**config.mk**
```make
export PLATFORM = sky130hd
export DESIGN_NAME = alu_seq_core
export DESIGN_NICKNAME = d
export VERILOG_FILES = /design/src/rtl/alu_seq_core.sv
export SDC_FILE = /design/constraint.sdc
export NUM_CORES = 1
export LEC_CHECK = 0
export BUFFER_PORTS_ARGS = -buffer_cell sky130_fd_sc_hd__buf_2
export CAP_MARGIN = 5
export CELL_PAD_IN_SITES_DETAIL_PLACEMENT = 1
export CELL_PAD_IN_SITES_GLOBAL_PLACEMENT = 2
export CORE_MARGIN = 4
export CORE_UTILIZATION = 32
export CTS_CLUSTER_DIAMETER = 50
export CTS_CLUSTER_SIZE = 14
export DETAILED_ROUTE_END_ITERATION = 12
export PLACE_DENSITY = 0.76
export SLEW_MARGIN = 20
export SYNTH_ARGS = -nofsm -noshare
export SYNTH_HDL_FRONTEND = slang
export SYNTH_SLANG_ARGS = --single-unit
export TNS_END_PERCENT = 50
```
**constraint.sdc**
```tcl
create_clock -name clk -period 2.9 [get_ports clk]
set_clock_uncertainty 0.2 [all_clocks]
set_input_delay 0.145 -clock clk [delete_from_list [all_inputs] [get_ports clk]]
set_output_delay 0.145 -clock clk [all_outputs]
set_load 0.02 [all_outputs]
```
**src/rtl/alu_seq_core.sv**
```systemverilog
// -----------------------------------------------------------------------------
// alu_seq_core
//   Handshaked accumulator ALU with WIDTH-bit operands. Single-cycle ops are
//   registered on the accept edge; MUL (shift-add) and DIV (restoring) run
//   iteratively for WIDTH cycles. A request tag travels with every op.
//
// Configuration macro: ALU_SEQ_DIV_EN
//   defined   : iterative restoring divider present (op 6).
//   undefined : divider removed; op 6 completes in one cycle with
//               des1 = 0, des2 = 0, Cy = 0, Ov = 1, Ac = srcAc.
//
// Ports
//   clk, rst            clock, asynchronous active-low reset
//   in_valid/in_ready   request handshake
//   op_code, src1/src2  operation and operands
//   srcCy, srcAc        PSW carry / aux carry in
//   tag_in / tag_out    request tag in, tag of the result held in des1/des2
//   out_valid/out_ready result handshake; fields stable while stalled
//   des1, des2          primary / secondary result
//   desCy, desAc, desOv result flags
//   busy                iterative op in progress
// -----------------------------------------------------------------------------

module alu_seq_core_chk (
  input logic       clk,
  input logic       rst,
  input logic       accept_i,
  input logic [3:0] op_code_i
);
  // An accepted request must carry a fully defined operation code.
  a_op_known: assert property (@(posedge clk) disable iff (!rst)
    accept_i |-> !$isunknown(op_code_i))
    else $error("alu_seq_core: undefined op_code on accept edge");
endmodule

module alu_seq_core #(
  parameter int WIDTH = 8,
  parameter int TAG_W = 4
) (
  input  logic             clk,
  input  logic             rst,
  input  logic             in_valid,
  output logic             in_ready,
  input  logic [3:0]       op_code,
  input  logic [WIDTH-1:0] src1,
  input  logic [WIDTH-1:0] src2,
  input  logic             srcCy,
  input  logic             srcAc,
  input  logic [TAG_W-1:0] tag_in,
  output logic             out_valid,
  input  logic             out_ready,
  output logic [WIDTH-1:0] des1,
  output logic [WIDTH-1:0] des2,
  output logic             desCy,
  output logic             desAc,
  output logic             desOv,
  output logic [TAG_W-1:0] tag_out,
  output logic             busy
);
  localparam int CW = $clog2(WIDTH + 1);

  localparam logic [3:0] OP_ADD  = 4'h0, OP_ADDC = 4'h1, OP_SUBB = 4'h2, OP_INC = 4'h3;
  localparam logic [3:0] OP_DEC  = 4'h4, OP_MUL  = 4'h5, OP_DIV  = 4'h6, OP_AND = 4'h7;
  localparam logic [3:0] OP_OR   = 4'h8, OP_XOR  = 4'h9, OP_CPL  = 4'hA, OP_RL  = 4'hB;
  localparam logic [3:0] OP_RLC  = 4'hC, OP_RR   = 4'hD, OP_RRC  = 4'hE, OP_CMP = 4'hF;

  typedef enum logic {ST_IDLE = 1'b0, ST_ITER = 1'b1} state_t;

  state_t           state_q, state_d;
  logic [CW-1:0]    cnt_q, cnt_d;
  logic             out_valid_q, out_valid_d, busy_q, busy_d;
  logic [WIDTH-1:0] des1_q, des1_d, des2_q, des2_d;
  logic             cy_q, cy_d, ac_q, ac_d, ov_q, ov_d;
  logic [TAG_W-1:0] tag_q, tag_d;
  // Iterative unit: hi = partial product / remainder, lo = multiplier / quotient.
  logic [WIDTH-1:0] hi_q, hi_d, lo_q, lo_d, b_q, b_d;
`ifdef ALU_SEQ_DIV_EN
  logic             is_mul_q, is_mul_d;
  logic [WIDTH:0]   div_rem_s;
  logic             div_ge_s;
`endif

  logic             accept_s, iter_op_s, sub_s, cin_s;
  logic [WIDTH-1:0] bx_s, r1_s, step_hi_s, step_lo_s;
  logic [WIDTH:0]   sum_s, mul_sum_s;
  logic             rcy_s, rac_s, rov_s;

  assign in_ready = (state_q == ST_IDLE) && (!out_valid_q || out_ready);
  assign accept_s = in_valid && in_ready;
`ifdef ALU_SEQ_DIV_EN
  assign iter_op_s = (op_code == OP_MUL) || (op_code == OP_DIV);
`else
  assign iter_op_s = (op_code == OP_MUL);
`endif

  // Single-cycle ALU: shared adder for ADD/ADDC/SUBB/CMP plus logic and rotates.
  always_comb begin
    sub_s = (op_code == OP_SUBB) || (op_code == OP_CMP);
    bx_s  = sub_s ? ~src2 : src2;
    // Subtraction is a + ~b + ~borrow_in; carry outs are inverted into borrows.
    cin_s = (op_code == OP_ADD) ? 1'b0 : (sub_s ? ~srcCy : srcCy);
    sum_s = {1'b0, src1} + {1'b0, bx_s} + {{WIDTH{1'b0}}, cin_s};
    r1_s  = src1;
    rcy_s = srcCy;
    rac_s = srcAc;
    rov_s = 1'b0;
    case (op_code)
      OP_ADD, OP_ADDC, OP_SUBB, OP_CMP: begin
        r1_s  = (op_code == OP_CMP) ? src1 : sum_s[WIDTH-1:0];
        rcy_s = sum_s[WIDTH] ^ sub_s;
        // Carry out of bit 3 equals the carry into bit 4.
        rac_s = src1[4] ^ bx_s[4] ^ sum_s[4] ^ sub_s;
        rov_s = (src1[WIDTH-1] == bx_s[WIDTH-1]) && (sum_s[WIDTH-1] != src1[WIDTH-1]);
      end
      OP_INC:  r1_s = src1 + {{(WIDTH-1){1'b0}}, 1'b1};
      OP_DEC:  r1_s = src1 - {{(WIDTH-1){1'b0}}, 1'b1};
      OP_DIV: begin
        // Only reached when the divider is not built.
        r1_s  = {WIDTH{1'b0}};
        rcy_s = 1'b0;
        rov_s = 1'b1;
      end
      OP_AND:  r1_s = src1 & src2;
      OP_OR:   r1_s = src1 | src2;
      OP_XOR:  r1_s = src1 ^ src2;
      OP_CPL:  r1_s = ~src1;
      OP_RL:   r1_s = {src1[WIDTH-2:0], src1[WIDTH-1]};
      OP_RLC: begin
        r1_s  = {src1[WIDTH-2:0], srcCy};
        rcy_s = src1[WIDTH-1];
      end
      OP_RR:   r1_s = {src1[0], src1[WIDTH-1:1]};
      OP_RRC: begin
        r1_s  = {srcCy, src1[WIDTH-1:1]};
        rcy_s = src1[0];
      end
      default: r1_s = src1;
    endcase
  end

  // One shift-add (MUL) or restoring-subtract (DIV) step of the iterative unit.
  always_comb begin
    mul_sum_s = {1'b0, hi_q} + (lo_q[0] ? {1'b0, b_q} : {(WIDTH+1){1'b0}});
`ifdef ALU_SEQ_DIV_EN
    div_rem_s = {hi_q, lo_q[WIDTH-1]};
    div_ge_s  = (div_rem_s >= {1'b0, b_q});
    if (is_mul_q) begin
      step_hi_s = mul_sum_s[WIDTH:1];
      step_lo_s = {mul_sum_s[0], lo_q[WIDTH-1:1]};
    end else begin
      // Remainder after subtraction is below the divisor, so WIDTH bits suffice.
      // A zero divisor naturally yields quotient all-ones, remainder = dividend.
      step_hi_s = div_rem_s[WIDTH-1:0] - (div_ge_s ? b_q : {WIDTH{1'b0}});
      step_lo_s = {lo_q[WIDTH-2:0], div_ge_s};
    end
`else
    step_hi_s = mul_sum_s[WIDTH:1];
    step_lo_s = {mul_sum_s[0], lo_q[WIDTH-1:1]};
`endif
  end

  // Next-state logic for the control FSM, iterative unit and output register.
  always_comb begin
    state_d     = state_q;
    cnt_d       = cnt_q;
    out_valid_d = out_valid_q;
    busy_d      = busy_q;
    des1_d      = des1_q;
    des2_d      = des2_q;
    cy_d        = cy_q;
    ac_d        = ac_q;
    ov_d        = ov_q;
    tag_d       = tag_q;
    hi_d        = hi_q;
    lo_d        = lo_q;
    b_d         = b_q;
`ifdef ALU_SEQ_DIV_EN
    is_mul_d    = is_mul_q;
`endif
    case (state_q)
      ST_IDLE: begin
        if (accept_s && iter_op_s) begin
          // Output register is empty or draining this edge, so the tag and
          // fixed flags can be parked in it now; out_valid stays low.
          state_d     = ST_ITER;
          cnt_d       = CW'(WIDTH);
          busy_d      = 1'b1;
          out_valid_d = 1'b0;
          hi_d        = {WIDTH{1'b0}};
          lo_d        = src1;
          b_d         = src2;
          tag_d       = tag_in;
          cy_d        = 1'b0;
          ac_d        = srcAc;
          ov_d        = (src2 == {WIDTH{1'b0}});
`ifdef ALU_SEQ_DIV_EN
          is_mul_d    = (op_code == OP_MUL);
`endif
        end else if (accept_s) begin
          out_valid_d = 1'b1;
          des1_d      = r1_s;
          des2_d      = {WIDTH{1'b0}};
          cy_d        = rcy_s;
          ac_d        = rac_s;
          ov_d        = rov_s;
          tag_d       = tag_in;
        end else if (out_valid_q && out_ready) begin
          out_valid_d = 1'b0;
        end else begin
          out_valid_d = out_valid_q;
        end
      end
      ST_ITER: begin
        cnt_d = cnt_q - CW'(1);
        hi_d  = step_hi_s;
        lo_d  = step_lo_s;
        if (cnt_q == CW'(1)) begin
          state_d     = ST_IDLE;
          busy_d      = 1'b0;
          out_valid_d = 1'b1;
          des1_d      = step_lo_s;
          des2_d      = step_hi_s;
`ifdef ALU_SEQ_DIV_EN
          ov_d        = is_mul_q ? (step_hi_s != {WIDTH{1'b0}}) : ov_q;
`else
          ov_d        = (step_hi_s != {WIDTH{1'b0}});
`endif
        end else begin
          state_d = ST_ITER;
        end
      end
      default: begin
        state_d = ST_IDLE;
        cnt_d   = {CW{1'b0}};
        busy_d  = 1'b0;
      end
    endcase
  end

  // State and output registers; reset drops any in-flight op and held result.
  always_ff @(posedge clk or negedge rst) begin
    if (!rst) begin
      state_q     <= ST_IDLE;
      cnt_q       <= {CW{1'b0}};
      out_valid_q <= 1'b0;
      busy_q      <= 1'b0;
      des1_q      <= {WIDTH{1'b0}};
      des2_q      <= {WIDTH{1'b0}};
      cy_q        <= 1'b0;
      ac_q        <= 1'b0;
      ov_q        <= 1'b0;
      tag_q       <= {TAG_W{1'b0}};
      hi_q        <= {WIDTH{1'b0}};
      lo_q        <= {WIDTH{1'b0}};
      b_q         <= {WIDTH{1'b0}};
`ifdef ALU_SEQ_DIV_EN
      is_mul_q    <= 1'b0;
`endif
    end else begin
      state_q     <= state_d;
      cnt_q       <= cnt_d;
      out_valid_q <= out_valid_d;
      busy_q      <= busy_d;
      des1_q      <= des1_d;
      des2_q      <= des2_d;
      cy_q        <= cy_d;
      ac_q        <= ac_d;
      ov_q        <= ov_d;
      tag_q       <= tag_d;
      hi_q        <= hi_d;
      lo_q        <= lo_d;
      b_q         <= b_d;
`ifdef ALU_SEQ_DIV_EN
      is_mul_q    <= is_mul_d;
`endif
    end
  end

  assign out_valid = out_valid_q;
  assign busy      = busy_q;
  assign des1      = des1_q;
  assign des2      = des2_q;
  assign desCy     = cy_q;
  assign desAc     = ac_q;
  assign desOv     = ov_q;
  assign tag_out   = tag_q;

  alu_seq_core_chk u_chk (
    .clk       (clk),
    .rst       (rst),
    .accept_i  (accept_s),
    .op_code_i (op_code)
  );
endmodule

```
Word level (Yosys, flattened, before mapping):

Cells that the tools add are included.
W data, S select, Z words.

* flip-flop bits (word level): 54
* bits of input ports: 30
* logic and storage cells: 117

* $add $sub $neg: 6
* eq/ne operators: 24
* muxes and demuxes: 44
* bitwise logic cells: 11
* reduce and logical (&&, ||, !) cells: 19

Operator list (number)
* $pmux W8 S12: 1
* $mux W8: 11
* $pmux W8 S2: 4
* $eq A4 B4 Y1 const B: 8
* $add A8 B8 Y9: 2
* $mux W1: 18
* $eq A4 B3 Y1 const B: 4
* $not A8 Y8: 2
* $mux W4: 3
* $pmux W1 S2: 5
* $reduce_and A2 Y1: 5
* $add A9 B1 Y9: 1
* $add A8 B1 Y8 const B: 1
* $and A8 B8 Y8: 1
* $eq A4 B1 Y1 const B: 2
* $eq A4 B2 Y1 const B: 2
* $logic_not A8 Y1: 1
* $or A8 B8 Y8: 1
* $pmux W4 S2: 1
* $reduce_bool A8 Y1: 1
* $sub A8 B1 Y8 const B: 1
* $xor A8 B8 Y8: 1
* $logic_and A1 B1 Y1: 5
* $logic_not A4 Y1: 1
* other kinds (15): 22

Logic depth before layout (Yosys ltp):

* depth in word-level cells: 11
* mapped depth: 15
* gate-level depth less buffers: 12

Least setup slack after synthesis:

OpenSTA, ideal clock, no wires.

* path type: input -> register
* start: in op_code[2]
* end: reg cy_q (netlist: desCy)
* library setup time: 0.070 ns
* data arrival time: 3.137 ns
* data required time: 2.630 ns
* setup slack: -0.506 ns
* cell stages on the path: 14
* path buffers: 2
* path through: buf_6 -> buf_2 -> or3_1 -> nand2_1 -> nand2_2 -> xnor2_1 -> fa_1 -> fa_1 -> a21o_1 -> a21oi_1 -> o211ai_1 -> o211ai_1 -> mux2_2 -> nand3_1

* word-level cells in the longest chain between the ends: 9

RTL lines
* from (decl): RTL line 44 `input logic [3:0] op_code,`
* $eq A4 B2 Y1 or $eq A4 B4 Y1 (tied branches): RTL line 98, 107
* $logic_or A1 B1 Y1: RTL line 98 `sub_s = (op_code == OP_SUBB) || (op_code == OP_CMP);`
* $mux W8 or $mux W1 (tied branches): RTL line 99, 101
* $add A8 B8 Y9 or $mux W1 (tied branches): RTL line 102, 101
* $add A9 B1 Y9: RTL line 102 `sum_s = {1'b0, src1} + {1'b0, bx_s} + {{WIDTH{1'b0}}, cin_s};`
* $xor A1 B1 Y1: RTL line 110 `rcy_s = sum_s[WIDTH] ^ sub_s;`
* $pmux W1 S4: RTL line 107 `case (op_code)`
* $mux W1: RTL line 199 `end else if (accept_s) begin`
* $mux W1: RTL line 182 `if (accept_s && iter_op_s) begin`
* to (signal assigned): RTL line 266 `cy_q <= cy_d;`
* to (decl): RTL line 73 `logic cy_q, cy_d, ac_q, ac_d, ov_q, ov_d;`

Several ways; a longest one is shown, not always the timed one. The select of a mux whose other input is x is not followed.
A chain may end at the register's enable or synchronous reset.

Final worst setup path:

* start: reg lo_q[0]
* end: reg ov_q (netlist: desOv)

* word-level cells in the longest chain between the ends: 5

RTL lines
* from (decl): RTL line 76 `logic [WIDTH-1:0] hi_q, hi_d, lo_q, lo_d, b_q, b_d;`
* from (signal assigned): RTL line 254 `lo_q <= {WIDTH{1'b0}};`
* from (signal assigned): RTL line 271 `lo_q <= lo_d;`
* $mux W8: RTL line 143 `mul_sum_s = {1'b0, hi_q} + (lo_q[0] ? {1'b0, b_q} : {(WIDTH+1){1'b0}});`
* $add A8 B8 Y9: RTL line 143
* $reduce_bool A8 Y1: RTL line 226 `ov_d = (step_hi_s != {WIDTH{1'b0}});`
* $mux W1: RTL line 217 `if (cnt_q == CW'(1)) begin`
* $pmux W1 S2: RTL line 180 `case (state_q)`
* to (signal assigned): RTL line 268 `ov_q <= ov_d;`
* to (decl): RTL line 73

No other way between the ends. The select of a mux whose other input is x is not followed.

==> impl_metrics.py <==
metrics = {
    "logic_synthesis": {
        "synth.net_count": 652,
        "ys_async_sr_fraction": 1.00,
        "synth_ff_type": "dfrtp_1",
        "ys_ff_latch": 54,
        "synthCells": 579,
        "synth_seq_area_share": 0.287,
        "ys_warn_count": 0,
        "synth_cell_type_count": 73,
        "synth-edff-count": 0,
        "syn_avg_cell_area_um2": 8.13,
        "syn-cell-area_um2": 4710,
    },
    "timing": {
        "worst_slew_pin_slew_ns": 0.933,
        "timing.final.ws_setup_ns": 0.104,
        "hold_viol": 0,
        "relSlewSlack": 0.376,
        "period_needed_ns": 2.80,
        "final_max_slew_viol_count": 0,
        "fmax_mhz": 358,
        "final-setup-viol-count": 0,
        "post-route-period-util": 0.964,
    },
    "critical_path": {
        "cp_top_family": "simple AND/OR/NAND/NOR gates",
        "cp_common_cell": "buf_4",
        "max_stage_delay_ns": 0.54,
        "crit_buf_inv": 2,
        "r2r_setup_slack_ns": 0.10,
        "path_max_fanout": 3,
        "worst-setup-path-type": "flop to flop",
        "reg2regPathDepth": 10,
        "arrival_ns": 2.76,
        "cp-start-kind": "flop",
        "cp_slowest_cell": "or4_4",
        "r2r-start": "lo_q[0]",
        "required_ns": 2.87,
        "cp-end-kind": "flop",
        "startpoint": "lo_q[0]",
        "reg2reg_to": "desOv",
        "path_cells": "buf_4, and2_1, fa_2, a211oi_4, nor2_2, xor2_1, or4_4, nor2_4, buf_4, a221oi_2",
    },
    "floorplan": {
        "die_h_um": 129,
        "die-area_um2": 16700,
        "start_util": 0.325,
        "io_pins": 56,
        "core_um2": 14500,
        "chipWidth_um": 129,
        "rows": 44,
    },
    "cts": {
        "h-tree-depth": 2,
        "clock-sinks": 54,
        "cts.path.max_buffers": 2,
        "cts_tree": "done",
        "path_clk_slew_ns": 0.07,
        "cts_buffers": 5,
        "clk_latency_ns": 0.29,
        "cts-root-buf": "clkbuf_16",
    },
    "pwr": {
        "total_power_mw": 4.02,
        "powerDensity_nw_per_um2": 702,
        "p_leak_nw": 2.70,
        "ir_worst_vdd_mv": 0.268,
    },
    "placed_design": {
        "placed_area_um2": 5440,
        "pre_cts_ws_ns": -0.293,
        "port_buffers": 55,
        "dpl.hpwl_um": 12600,
        "gp_congestion": 0.883,
    },
    "grt": {
        "grt_max_degree": 35,
        "grt_pass1_wl_um": 25900,
        "antenna_found_initial": 0,
        "overflow": 0,
        "grt_pass1_vias": 4914,
        "grt_use_total": 0.195,
    },
    "detailed_routing": {
        "wl_um": 16000,
        "vias": 4625,
        "firstDrtPassIters": 4,
        "route.detailed.drc": 0,
        "ant_nets": 0,
        "routed_via_density": 5.42,
        "drt_iter0_markers": 274,
        "wl_per_cell_um": 18.7,
    },
    "final_layout": {
        "areaGrowthSynthToFinish_pct": 21.7,
        "num_antenna_cells": 0,
        "stdcell_area_um2": 5730,
        "final_layout_size_suffix_gt1_frac": 0.218,
        "nets": 741,
    },
    "job": {
        "drv_cap": 0,
    },
    "worst_hold_path": {
        "min_from": "src2[5]",
        "hp-class": "primary input to flop",
        "min_to": "b_q[5]",
        "whs_path_depth": 3,
    },
    "outcome": {
        "status": "finished clean",
    },
}
cells by family after synthesis:
kind of cell | after synthesis | synth area share
multiplexers | 6 | 0.0157
AO/OA/AOI/OAI | 171 | 0.247
flip-flops | 54 | 0.287
buffers and inverters | 57 | 0.0553
XOR/XNOR | 27 | 0.0503
AND/OR/NAND/NOR | 221 | 0.224
adder cells (fa/ha/maj) | 43 | 0.121
worst min-delay path: stages:
cell and delay, ns:
buf_2 0.15, inv_1 0.09, o21ai_0 0.08
synth_stat cells (3+ instances only):
master	n	area (um^2)
fa_1	4	80.1
ha_1	39	488
and2_1	10	62.6
a21oi_1	30	150
o21bai_1	4	30.0
xnor2_1	19	166
o211ai_1	8	60.1
mux2i_1	4	40.0
a31oi_1	9	56.3
nor2b_1	15	93.8
inv_1	23	86.3
or3_1	5	31.3
nand2b_1	8	50.1
a21boi_0	4	30.0
a32o_1	3	30.0
nand2_1	104	390
dfrtp_1	54	1350
buf_2	13	65.1
a21o_1	9	67.6
nand3_1	11	55.1
o21a_1	7	52.6
a211oi_1	8	60.1
nor4_1	4	25.0
buf_6	4	45.0
a222oi_1	6	60.1
nor3_1	7	35.0
o22ai_1	8	50.1
a22oi_1	6	45.0
o21ai_1	4	20.0
o32ai_1	4	35.0
o21ai_0	37	185
clkbuf_1	13	48.8
nor2_1	36	135
xor2_1	8	70.1
worst max-delay path by stage:
stage / cells past startpoint / slack [ns] / end
floorplan: 14 / -0.23 / desCy
global placement: 13 / -0.23 / des1[4]
detailed placement: 13 / -0.29 / des1[4]
CTS: 11 / 0.007 / desOv
global route: 14 / -0.002 / desOv
finish: 10 / 0.10 / desOv
registers in the layout, summed over array words and instances (netlist names):
signal,cells
hi_q,8
out_valid,1
tag_out,4
b_q,8
desAc,1
busy,1
cnt_q,4
lo_q,8
state_q,1
desOv,1
des1,8
desCy,1
des2,8
power by group:
group	internal, mW	switching (mW)
registers	1.05	0.188
logic	0.853	1.31
clock network	0.344	0.271
cell type report:
type / instances / area [um^2]
repair buffers: 114 / 733
flip-flops and latches: 54 / 1350
multi-input cells: 468 / 3170
inverters: 25 / 93.8
clock buffers: 7 / 143
well taps: 184 / 230
clock inverters: 1 / 5.00
fillers: 1769 / 8750
per-layer routing:
layer  wire, um  global-route usage  up-vias
met5          0                   0        -
met4        189              0.0482        0
met3        504              0.0198       12
met2       7970               0.344       79
met1       7330               0.255     2290
li1           -                   -     2244
timing repair:
item                       CTS  global route
setup endpoints to repair    1             3
buffers inserted             1             3
cloned                       0             0
pin swaps                    3             5
resized for setup            6             4
hold endpoints to repair    30             0
hold buffers                 6             0
placed cells by master, fill, tap and decap left out, drive strengths merged, types with 7 or more instances in the layout:
| cell type | synthesis | layout |
|---|---|---|
| clkbuf | 13 | 7 |
| nand2 | 105 | 105 |
| o22ai | 8 | 8 |
| nor3 | 8 | 8 |
| inv | 25 | 25 |
| and2 | 10 | 10 |
| nor2 | 36 | 36 |
| buf | 19 | 108 |
| nand3 | 12 | 12 |
| o21ai | 41 | 41 |
| a31oi | 9 | 9 |
| a21o | 9 | 9 |
| o211ai | 9 | 9 |
| nand2b | 8 | 8 |
| dfrtp | 54 | 54 |
| a211oi | 10 | 10 |
| ha | 39 | 39 |
| xor2 | 8 | 8 |
| a21oi | 32 | 32 |
| nor2b | 15 | 15 |
| xnor2 | 19 | 19 |
| o21a | 7 | 7 |
metrics by stage:
step	instances	util	TNS (ns)	hold slack, ns
floorplan	579	-	-0.624	-0.351
global placement	835	0.375	-1.01	-0.00854
detailed placement	835	0.375	-1.37	-0.00884
CTS	850	0.392	0	0.00867
global route	853	0.396	-0.00238	0.0466
finish	853	0.396	0	0.0204
Power figures use the tool's default switching activity.
